===== src/rtl/ov7670_cfg_seq.sv =====
// ov7670_cfg_seq
// Walks a synchronous register ROM of {value, reg_addr} words and turns each
// entry into an SCCB write command. It handles these entry types:
//   16'hFFFF           end of table
//   {n, 8'hFF}         wait n*DELAY_UNIT clocks (n = 0 means no wait)
//   anything else      write value to reg, with NACK retry up to MAX_RETRY
// Optional build macro OV_SOFTRST_WAIT_EN: after a successful COM7 (8'h12)
// write with bit 7 set, the sequencer waits RST_WAIT_CYC clocks for the sensor
// soft reset to settle before moving to the next entry.
module ov7670_cfg_seq #(
  parameter int ADDR_W       = 5,
  parameter int NUM_REGS     = 23,
  parameter int DELAY_UNIT   = 1000,
  parameter int MAX_RETRY    = 3,
  parameter int RST_WAIT_CYC = 100000
) (
  input  logic              clk,
  input  logic              rst_n,
  input  logic              start,
  output logic [ADDR_W-1:0] rom_addr,
  input  logic [15:0]       rom_data,
  output logic              cmd_valid,
  input  logic              cmd_ready,
  output logic [7:0]        cmd_reg,
  output logic [7:0]        cmd_data,
  input  logic              cmd_done,
  input  logic              cmd_nack,
  output logic              busy,
  output logic              done,
  output logic              error,
  output logic [ADDR_W-1:0] err_idx
);

  // The delay counter must hold the longest marker delay or the soft-reset
  // settle time, whichever is larger, without wrapping.
  localparam int MARK_CYC = 255 * DELAY_UNIT;
  localparam int MAX_CYC  = (RST_WAIT_CYC > MARK_CYC) ? RST_WAIT_CYC : MARK_CYC;
  localparam int CNT_W    = $clog2(MAX_CYC + 1);
  localparam int RETRY_W  = (MAX_RETRY > 0) ? $clog2(MAX_RETRY + 1) : 1;

  // Entry count in one extra bit so NUM_REGS == 2**ADDR_W compares correctly.
  localparam logic [ADDR_W:0] REGS_W = (ADDR_W + 1)'(NUM_REGS);

  typedef enum logic [3:0] {
    S_IDLE,
    S_FETCH,
    S_LATCH,
    S_DECODE,
    S_ISSUE,
    S_WAIT_RESP,
    S_DELAY,
    S_NEXT,
    S_DONE,
    S_ERROR
  } state_t;

  state_t             state;
  logic [ADDR_W-1:0]  idx;
  logic [RETRY_W-1:0] retry;
  logic [CNT_W-1:0]   dly_cnt;
  logic [15:0]        word;

  logic               is_end;
  logic               is_dly;
  logic               is_last;
  logic [CNT_W-1:0]   dly_load;

  // Classify the latched ROM word and precompute the end-of-table test.
  always_comb begin
    // NOTE: every always_comb output gets a default first so no path can leave
    // it unassigned and infer a latch.
    is_end   = 1'b0;
    is_dly   = 1'b0;
    is_last  = 1'b0;
    dly_load = '0;
    is_end   = (word == 16'hFFFF);
    is_dly   = (word[7:0] == 8'hFF);
    is_last  = (({1'b0, idx} + (ADDR_W + 1)'(1)) == REGS_W);
    dly_load = CNT_W'(word[15:8]) * CNT_W'(DELAY_UNIT);
  end

  // Sequencer FSM with registered outputs.
  always_ff @(posedge clk) begin
    // NOTE: reset is synchronous and clears datapath registers as well as
    // state, so every output reads 0 on the edge after rst_n is sampled low.
    if (!rst_n) begin
      state     <= S_IDLE;
      idx       <= '0;
      retry     <= '0;
      dly_cnt   <= '0;
      word      <= '0;
      rom_addr  <= '0;
      cmd_valid <= 1'b0;
      cmd_reg   <= '0;
      cmd_data  <= '0;
      busy      <= 1'b0;
      done      <= 1'b0;
      error     <= 1'b0;
      err_idx   <= '0;
    end else begin
      // NOTE: all state here is updated with non-blocking assignments so each
      // register sees the pre-edge value of every other register.
      case (state)
        S_IDLE, S_DONE, S_ERROR: begin
          if (start) begin
            state    <= S_FETCH;
            idx      <= '0;
            rom_addr <= '0;
            retry    <= '0;
            busy     <= 1'b1;
            done     <= 1'b0;
            error    <= 1'b0;
            err_idx  <= '0;
          end
        end

        // rom_addr was already set to idx on entry; the ROM registers it now.
        S_FETCH: begin
          rom_addr <= idx;
          state    <= S_LATCH;
        end

        S_LATCH: begin
          word  <= rom_data;
          state <= S_DECODE;
        end

        S_DECODE: begin
          if (is_end) begin
            state <= S_DONE;
            busy  <= 1'b0;
            done  <= 1'b1;
          end else if (is_dly) begin
            if (word[15:8] == 8'd0) begin
              state <= S_NEXT;
            end else begin
              dly_cnt <= dly_load;
              state   <= S_DELAY;
            end
          end else begin
            cmd_reg   <= word[7:0];
            cmd_data  <= word[15:8];
            cmd_valid <= 1'b1;
            state     <= S_ISSUE;
          end
        end

        // Command fields stay frozen until the master takes the command.
        S_ISSUE: begin
          if (cmd_ready) begin
            cmd_valid <= 1'b0;
            state     <= S_WAIT_RESP;
          end
        end

        S_WAIT_RESP: begin
          if (cmd_done) begin
            if (!cmd_nack) begin
              retry <= '0;
`ifdef OV_SOFTRST_WAIT_EN
              if (cmd_reg == 8'h12 && cmd_data[7]) begin
                dly_cnt <= CNT_W'(RST_WAIT_CYC);
                state   <= S_DELAY;
              end else begin
                state <= S_NEXT;
              end
`else
              state <= S_NEXT;
`endif
            end else if (retry < RETRY_W'(MAX_RETRY)) begin
              retry     <= retry + RETRY_W'(1);
              cmd_valid <= 1'b1;
              state     <= S_ISSUE;
            end else begin
              err_idx <= idx;
              busy    <= 1'b0;
              error   <= 1'b1;
              state   <= S_ERROR;
            end
          end
        end

        // A load of N spends exactly N cycles here.
        S_DELAY: begin
          if (dly_cnt <= CNT_W'(1)) begin
            state <= S_NEXT;
          end else begin
            dly_cnt <= dly_cnt - CNT_W'(1);
          end
        end

        S_NEXT: begin
          idx <= idx + ADDR_W'(1);
          if (is_last) begin
            state <= S_DONE;
            busy  <= 1'b0;
            done  <= 1'b1;
          end else begin
            rom_addr <= idx + ADDR_W'(1);
            state    <= S_FETCH;
          end
        end

        default: state <= S_IDLE;
      endcase
    end
  end

endmodule


===== config.mk =====
export PLATFORM = sky130hd
export DESIGN_NAME = ov7670_cfg_seq
export DESIGN_NICKNAME = d
export VERILOG_FILES = /design/src/rtl/ov7670_cfg_seq.sv
export SDC_FILE = /design/constraint.sdc
export NUM_CORES = 1
export LEC_CHECK = 0
export CAP_MARGIN = 20
export CORE_ASPECT_RATIO = 0.7
export CORE_MARGIN = 5
export CORE_UTILIZATION = 45
export CTS_BUF_LIST = sky130_fd_sc_hd__clkbuf_4 sky130_fd_sc_hd__clkbuf_8
export DETAILED_ROUTE_END_ITERATION = 8
export HOLD_SLACK_MARGIN = 0.02
export PLACE_DENSITY = 0.66
export SLEW_MARGIN = 30
export SYNTH_ARGS = -nofsm -noshare
export SYNTH_HDL_FRONTEND = slang
export SYNTH_SLANG_ARGS = --single-unit

===== constraint.sdc =====
create_clock -name clk -period 10.2 [get_ports clk]
set_input_delay 2.04 -clock clk [delete_from_list [all_inputs] [get_ports clk]]
set_output_delay 2.04 -clock clk [all_outputs]
set_load 0.03 [all_outputs]

## Yosys cells after proc, flatten, opt, wreduce, memory -nomap -nowiden

Cells that the tools add are included.

- Register bits: 75
- Input port bits: 22
- Output and inout bits: 30
- Word-level logic and storage cells: 121

- $add $sub $neg: 4
- Multiply operators: 1
- $lt $le $gt $ge: 2
- Eq/ne operators: 28
- Mux-type cells: 51
- Bitwise logic cells: 2
- Reductions and logical operators: 20

Operators by type and width:

| operator | count |
|---|---|
| $mux 18 | 4 |
| $mux 4 | 9 |
| $pmux 18 s2 | 1 |
| $pmux 4 s8 | 1 |
| $ne 2x2->1 const B | 15 |
| $mux 5 | 5 |
| $pmux 5 s2 | 2 |
| $mux 1 | 19 |
| $le 18x1->1 const B | 1 |
| $sub 18x1->18 const B | 1 |
| $eq 16x16->1 const B | 1 |
| $eq 4x3->1 const B | 4 |
| $mul 8x7->15 const B | 1 |
| $pmux 5 s3 | 1 |
| $reduce_and 7->1 | 2 |
| $reduce_and 4->1 | 3 |
| $reduce_and 5->1 | 2 |
| $reduce_bool 3->1 | 3 |
| $eq 4x2->1 const B | 2 |
| $eq 4x4->1 const B | 2 |
| $eq 8x8->1 const B | 1 |
| $logic_not 8->1 | 1 |
| $mux 2 | 4 |
| $add 5x1->6 const B | 1 |
| 17 further kinds | 22 |

## Logic depth before layout (Yosys ltp)

Gate-level depths: netlist (run 1).

- Word-level depth: 5
- Gate-level depth with buffers: 14
- Mapped depth without buffers: 14

## Least setup slack after synthesis (run 1)

Ideal clock, no wire load.

- Path kind: register to register
- From: reg word[10]
- To: reg dly_cnt[15]
- Setup time: 0.131 ns
- Arrival time: 3.779 ns
- Path slack: 6.291 ns
- Cell stages (with the launch flop): 15
- Clock period less this slack: 3.909 ns
- Cells stage by stage: dfxtp_1 > fa_1 > xor2_1 > ha_1 > inv_1 > fa_1 > fa_1 > inv_1 > ha_1 > a21o_1 > a21oi_1 > a21oi_1 > or3_1 > a31oi_1 > o31ai_1

- Cells in the longest elaborated chain, start to end: 5

RTL lines:

| element | line | source |
|---|---|---|
| start, declared | 61 | `logic [15:0] word;` |
| start signal, assigned | 124 | `word <= rom_data;` |
| $mul 8x7->15 | 79 | `dly_load = CNT_W'(word[15:8]) * CNT_W'(DELAY_UNIT);` |
| $mux 18 | 134 | `if (word[15:8] == 8'd0) begin` |
| $mux 18 | 133 | `end else if (is_dly) begin` |
| $mux 18 | 129 | `if (is_end) begin` |
| $pmux 18 s2 | 103 | `case (state)` |
| end signal, assigned | 137 | `dly_cnt <= dly_load;` |
| end signal, assigned | 188 | `dly_cnt <= dly_cnt - CNT_W'(1);` |
| end, declared | 60 | `logic [CNT_W-1:0] dly_cnt;` |

Parallel ways exist; a longest one is shown, timed or not. The select of a mux whose other input is x is not followed.
A chain may end at the register's enable or synchronous reset.

## Final worst setup path (run 1)

- From: reg word[9]
- To: reg dly_cnt[15]

The elaborated chain is that of the path after synthesis.

==> metrics, run 1 <==
Hold EP done$_SDFFE_PN0P_; first-pass GRT wire length 20.7 mm; Hold Slack 0.461 ns; Avg WL per Cell 15.2 um; Critical-path top delay cell dfxtp_1; RSZ-0062 raised after global routing false; RD Place Congestion 0.899; Synth Register Bits 75; Pleak 2.33 nW; Setup-failing EPs final 0; Inserted Diodes 0; CP Launch Type register; CTS Sinks 75; vias in the first global route 4,202; worst path required time 10.44 ns; R2R cell count 14; Largest register FFs 18; Largest stage delay, worst path 0.53 ns; Hold Crit Class reg -> reg; Slew headroom 42.3%; EDFF count, synth 0; Synth Area per Inst 8.16 sq um; hold depth 2; CTS Buf Count 9; yosys warns 0; chip width 136 um; CP Cell Sequence fa_1, xor2_1, ha_1, inv_1, fa_1, fa_1, inv_1, ha_1, a21o_1, a21oi_1, a21oi_1, or3_1, a31oi_1, o31ai_1; Final Critical Period 4.26 ns; # port buffers 51; DR pass1 iterations 5; most frequent cell after synthesis nand2_1; maximum clock insertion buffer count 2; Residual DRC 0; Initial Utilization 45.5%; critical path data arrival time 4.50 ns; layout cell share with drive strength beyond 1 5.21%; largest net degree at the start of global routing 33; Final nets 738; final core utilization 52.8%; die area 13,300 sq um; CP max FO 8; IO Count 52; setup TNS 0 ns; H-tree levels 3; CTS-repair resized insts 0; Crit path max-delay family adder cells; hold_sp done$_SDFFE_PN0P_; maximum clock frequency 0.235 GHz; synth top area cells dfxtp_1 30%, ha_1 12%, fa_1 8.4%; vias per inst 5.50; R2R Setup Slk 5.94 ns; post-synthesis sequential area ratio 30.2%; Post-Syn Instances 610; Worst R2R Start word[9]$_SDFFE_PN0P_; final hold viol count 0; syn_nets 701; final instance area 5770 sq um; Worst Tran Pin Value 0.862 ns; Antenna Violating Nets Remaining 0; Core Region 10,900 sq um; worst setup path category reg -> reg; leading area contributor after synthesis dfxtp_1; Cell Area, Synth 4980 sq um; Setup crit end kind register; Iteration-0 DRC Markers 421; Max VDD drop 0.0602 mV; Area after DPL 5580 sq um; hpwl dp 9.41 mm; CTS tree yes; Setup Buffers After CTS 0; initial antenna violation count 0; Clk pin slew, worst setup/hold paths 0.09 ns; max-slew violations 0; num rows 32; Synth async-reset ratio 0%; Reg-to-Reg End dly_cnt[15]$_SDFFE_PN0P_; worst path bufs/invs 2; CTS root buf clkbuf_8; biggest regs dly_cnt (18), word (16); clk_lat worst skew 0.37 ns; Main synth FF type dfxtp_1; die height 98.0 um; Yosys cell types 61; run status completed; pwr/cell area 128 nW/um^2; Remaining Overflow, GRT 0; # Max-Cap Violations 0; share of the synthesized area in the top cell type 30.2%; gr usage total 19.0%; Post-synth top cells 92 x nand2_1, 76 x a21oi_1, 75 x dfxtp_1; CP most frequent cell fa_1; routed wire length 12.2 mm; area grow syn2layout 15.9%; Tcrit/Tclk final 41.7%; cts hold-fix bufs 0; register bank with the most flops dly_cnt; vias post-DR 4,430; clk_skew 0.0102 ns
[metrics by stage]
| step | total power (W) | std cells | setup slack [ns] |
|---|---|---|---|
| after floorplan | 0.000465 | 610 | 6.29 |
| after global placement | 0.000518 | 789 | 5.84 |
| after detailed placement | 0.000522 | 789 | 5.82 |
| after CTS | 0.000748 | 805 | 5.94 |
| after global routing | 0.000793 | 805 | 5.68 |
| final | 0.000740 | 805 | 5.94 |
[layout make-up]
type,count,area (sq um)
Fill cell,1047,5160
Clock inverter,7,65.1
Inverter,40,150
Clock buffer,9,124
Timing Repair Buffer,53,526
Tap cell,153,191
Sequential cell,75,1500
Multi-Input combinational cell,468,3210
[routing by layer]
metal | up-vias | global-route usage, % | wire [um]
met4 | 0 | 5.03 | 162
met1 | 2046 | 29.5 | 6350
met2 | 164 | 25.3 | 4750
met3 | 19 | 5.41 | 987
met5 | - | 0 | 0
li1 | 2201 | - | -
[cell usage in the layout (no fill, tap or decap), types with 6 or more instances in the layout]
cell type,instances
o211ai_1,7
nor2b_1,8
clkdlybuf4s50_1,51
fa_1,21
o21ai_0,31
or3_1,6
nand4_1,7
xnor2_1,8
a211oi_1,6
a21oi_1,76
nand3_1,17
nand2_1,92
ha_1,48
nor3_1,12
and2_1,8
dfxtp_1,75
nor2_1,40
inv_1,39
clkbuf_8,9
[power by group]
group / switching [W] / internal [W]
registers: 0.0000174 / 0.000304
logic: 0.000116 / 0.0000794
clock network: 0.000129 / 0.0000946
[tightest hold or removal path, cell delays in order, from the launching register on]
cell and delay, ns:
dfxtp_1 0.32, nand2_1 0.05, a21oi_1 0.05
[how the worst max path moves through the flow]
| stage | startpoint | to | slack (ns) | cells past startpoint |
|---|---|---|---|---|
| detailed placement | rst_n | dly_cnt[17]$_SDFFE_PN0P_ | 5.82 | 7 |
| finish | word[9]$_SDFFE_PN0P_ | dly_cnt[15]$_SDFFE_PN0P_ | 5.94 | 14 |
| floorplan | word[10]$_SDFFE_PN0P_ | dly_cnt[15]$_SDFFE_PN0P_ | 6.29 | 14 |
| CTS | word[9]$_SDFFE_PN0P_ | dly_cnt[15]$_SDFFE_PN0P_ | 5.94 | 14 |
| global route | word[9]$_SDFFE_PN0P_ | dly_cnt[17]$_SDFFE_PN0P_ | 5.68 | 14 |
| global placement | rst_n | dly_cnt[17]$_SDFFE_PN0P_ | 5.84 | 7 |
[logic make-up after synthesis]
family                   Yosys count  synth area share, %
buffers and inverters             67                 5.38
adder cells (fa/ha/maj)           69                 20.5
multiplexers                       2                0.402
AND/OR/NAND/NOR                  225                 22.1
XOR/XNOR                          12                 2.11
AO/OA/AOI/OAI                    160                 19.3
flip-flops                        75                 30.2
Power figures use the tool's default switching activity.
==> run 2, diff against run 1 <==
- clock period: 10.2 -> 4.25 ns (I/O delays scaled with it)
==> metrics, run 2 (same netlist as run 1, synthesis figures left out) <==
worst slack, placed 0.198 ns (-5.62 ns); DR pass1 iterations 5 (unchanged); maximum clock insertion buffer count 2 (unchanged); final hold viol count 0 (unchanged); clk_skew 0.00955 ns (-0.000691 ns); crit path setup slack, layout 0.181 ns (-5.76 ns); hpwl dp 9.72 mm (+3.2%); commonest cells after routing, fill and taps aside 92 x nand2_1, 76 x a21oi_1, 73 x dfxtp_1; Hold EP error$_SDFFE_PN0P_; die height 98.0 um (unchanged); Finished Layout Cells 815 (+1.2%); maximum clock frequency 0.246 GHz (+4.6%); Hold Crit Class reg -> reg; R2R Setup Slk 0.18 ns (-5.76 ns); CTS root buf clkbuf_8; Slew headroom 42.2% (-0.12 points); Iteration-0 DRC Markers 300 (-29%); Residual DRC 0 (unchanged); IO Count 52 (unchanged); vias in the first global route 4,214 (+0.29%); Antenna Violating Nets Remaining 0 (unchanged); initial antenna violation count 0 (unchanged); max-slew violations 0 (unchanged); CTS Sinks 75 (unchanged); Max VDD drop 0.173 mV (+190%); die area 13,300 sq um (unchanged); Final nets 748 (+1.4%); Hold Slack 0.466 ns (+0.00473 ns); Setup-failing EPs final 0 (unchanged); Worst Tran Pin Value 0.860 ns (-0.00244 ns); biggest regs dly_cnt (18), word (16); pwr/cell area 313 nW/um^2 (+140%); CTS tree yes; CTS Buf Count 9 (unchanged); most common cell after layout, fill and taps aside nand2_1; Avg WL per Cell 15.6 um (+2.5%); H-tree levels 3 (unchanged); area grow syn2layout 18.0%; Inserted Diodes 0 (unchanged); final instance area 5870 sq um (+1.8%); Tcrit/Tclk final 95.7% (+54 points); RD Place Congestion 0.847 (-5.8%); CP max FO 5 (-3); Core Region 10,900 sq um (unchanged); cell count after placement 799 (+1.3%); Reg-to-Reg End dly_cnt[15]$_SDFFE_PN0P_; Final Critical Period 4.07 ns (-0.187 ns); hold depth 2 (unchanged); num rows 32 (unchanged); # Max-Cap Violations 0 (unchanged); chip width 136 um (unchanged); Remaining Overflow, GRT 0 (unchanged); Clk pin slew, worst setup/hold paths 0.09 ns (about the same); CP Launch Type register; vias post-DR 4,478 (+1.1%); run status completed; vias per inst 5.49 (-0.16%); Worst R2R Start word[10]$_SDFFE_PN0P_; R2R cell count 14 (unchanged); Area after DPL 5650 sq um (+1.3%); worst setup path category reg -> reg; Largest register FFs 18 (unchanged); hold_sp error$_SDFFE_PN0P_; register bank with the most flops dly_cnt; first-pass GRT wire length 21.2 mm (+2.4%); largest net degree at the start of global routing 33 (unchanged); Setup crit end kind register; Initial Utilization 45.5% (unchanged); cts hold-fix bufs 0 (unchanged); clk_lat worst skew 0.35 ns (-0.02 ns); layout cell share with drive strength beyond 1 6.95% (+1.7 points); gr usage total 19.5% (+0.55 points); routed wire length 12.7 mm (+3.7%); Pleak 2.40 nW (+2.8%); worst path required time 4.47 ns (-5.97 ns); # port buffers 51 (unchanged); critical path data arrival time 4.29 ns (-0.21 ns)
[run 2: cell count changes in the layout (fill, tap and decap cells not counted), moves of 2 or more]
| cell | previous run | this run |
|---|---|---|
| inv_8 | 2 | 0 |
| dfxtp_1 | 75 | 73 |
| dfxtp_2 | 0 | 2 |
| buf_4 | 2 | 12 |
[run 2: through the flow]
| stage | utilization [%] | setup TNS, ns | power (W) |
|---|---|---|---|
| 6_report | 53.7 | 0 | 0.00184 |
| 5_1_grt | 53.7 | -0.00358 | 0.00195 |
| 4_1_cts | 53.6 | 0 | 0.00185 |
| 3_5_place_dp | 51.7 | 0 | 0.00126 |
| 3_3_place_gp | 51.7 | 0 | 0.00126 |
| 2_1_floorplan | - | 0 | 0.00112 |
[run 2: cell type report]
class	instances	area, sq um
repair buffers	63	601
clock buffers	10	138
fillers	1057	5060
clock inverters	6	71.3
inverters	40	150
well taps	153	191
flip-flops and latches	75	1500
multi-input cells	468	3210
[run 2: routing by layer]
layer  wire length (um)  GRT usage [%]  part of all wire (%)  up-vias
met2               5130           26.6                    40      146
met3                857           5.20                   6.7       10
li1                   -              -                     -     2214
met1               6620           30.9                    52     2108
met4                 99           3.41                  0.78        0
met5                  0              0                     0        -
[run 2: how the worst max path moves through the flow]
stage | startpoint | depth (start not counted) | endpoint | slack (ns)
2_1_floorplan | word[10]$_SDFFE_PN0P_ | 14 | dly_cnt[15]$_SDFFE_PN0P_ | 0.34
3_3_place_gp | word[11]$_SDFFE_PN0P_ | 12 | dly_cnt[15]$_SDFFE_PN0P_ | 0.28
3_5_place_dp | word[10]$_SDFFE_PN0P_ | 14 | dly_cnt[15]$_SDFFE_PN0P_ | 0.20
4_1_cts | word[10]$_SDFFE_PN0P_ | 14 | dly_cnt[15]$_SDFFE_PN0P_ | 0.18
5_1_grt | word[10]$_SDFFE_PN0P_ | 14 | dly_cnt[15]$_SDFFE_PN0P_ | -0.004
6_report | word[10]$_SDFFE_PN0P_ | 14 | dly_cnt[15]$_SDFFE_PN0P_ | 0.18
[run 2: power breakdown]
part | internal (W) | switching, W
Sequential | 0.000730 | 0.0000335
Combinational | 0.000196 | 0.000294
Clock | 0.000293 | 0.000289
Total | 0.00122 | 0.000617
[run 2: repair_timing]
action	in CTS	in global routing
hold endpoints to repair	0	0
resized for setup	0	3
setup buffers	0	0
endpoints found under the setup margin	0	2
[run 2: worst max-delay path: stages, from the launching register on]
cell and delay [ns]:
dfxtp_1 0.37, fa_1 0.63, xor2_1 0.16, ha_1 0.24
inv_1 0.08, fa_1 0.44, fa_1 0.52, inv_1 0.04
ha_1 0.36, a21o_1 0.21, a21oi_1 0.17, a21oi_1 0.13
or3_1 0.35, a31oi_1 0.18, o31ai_1 0.07
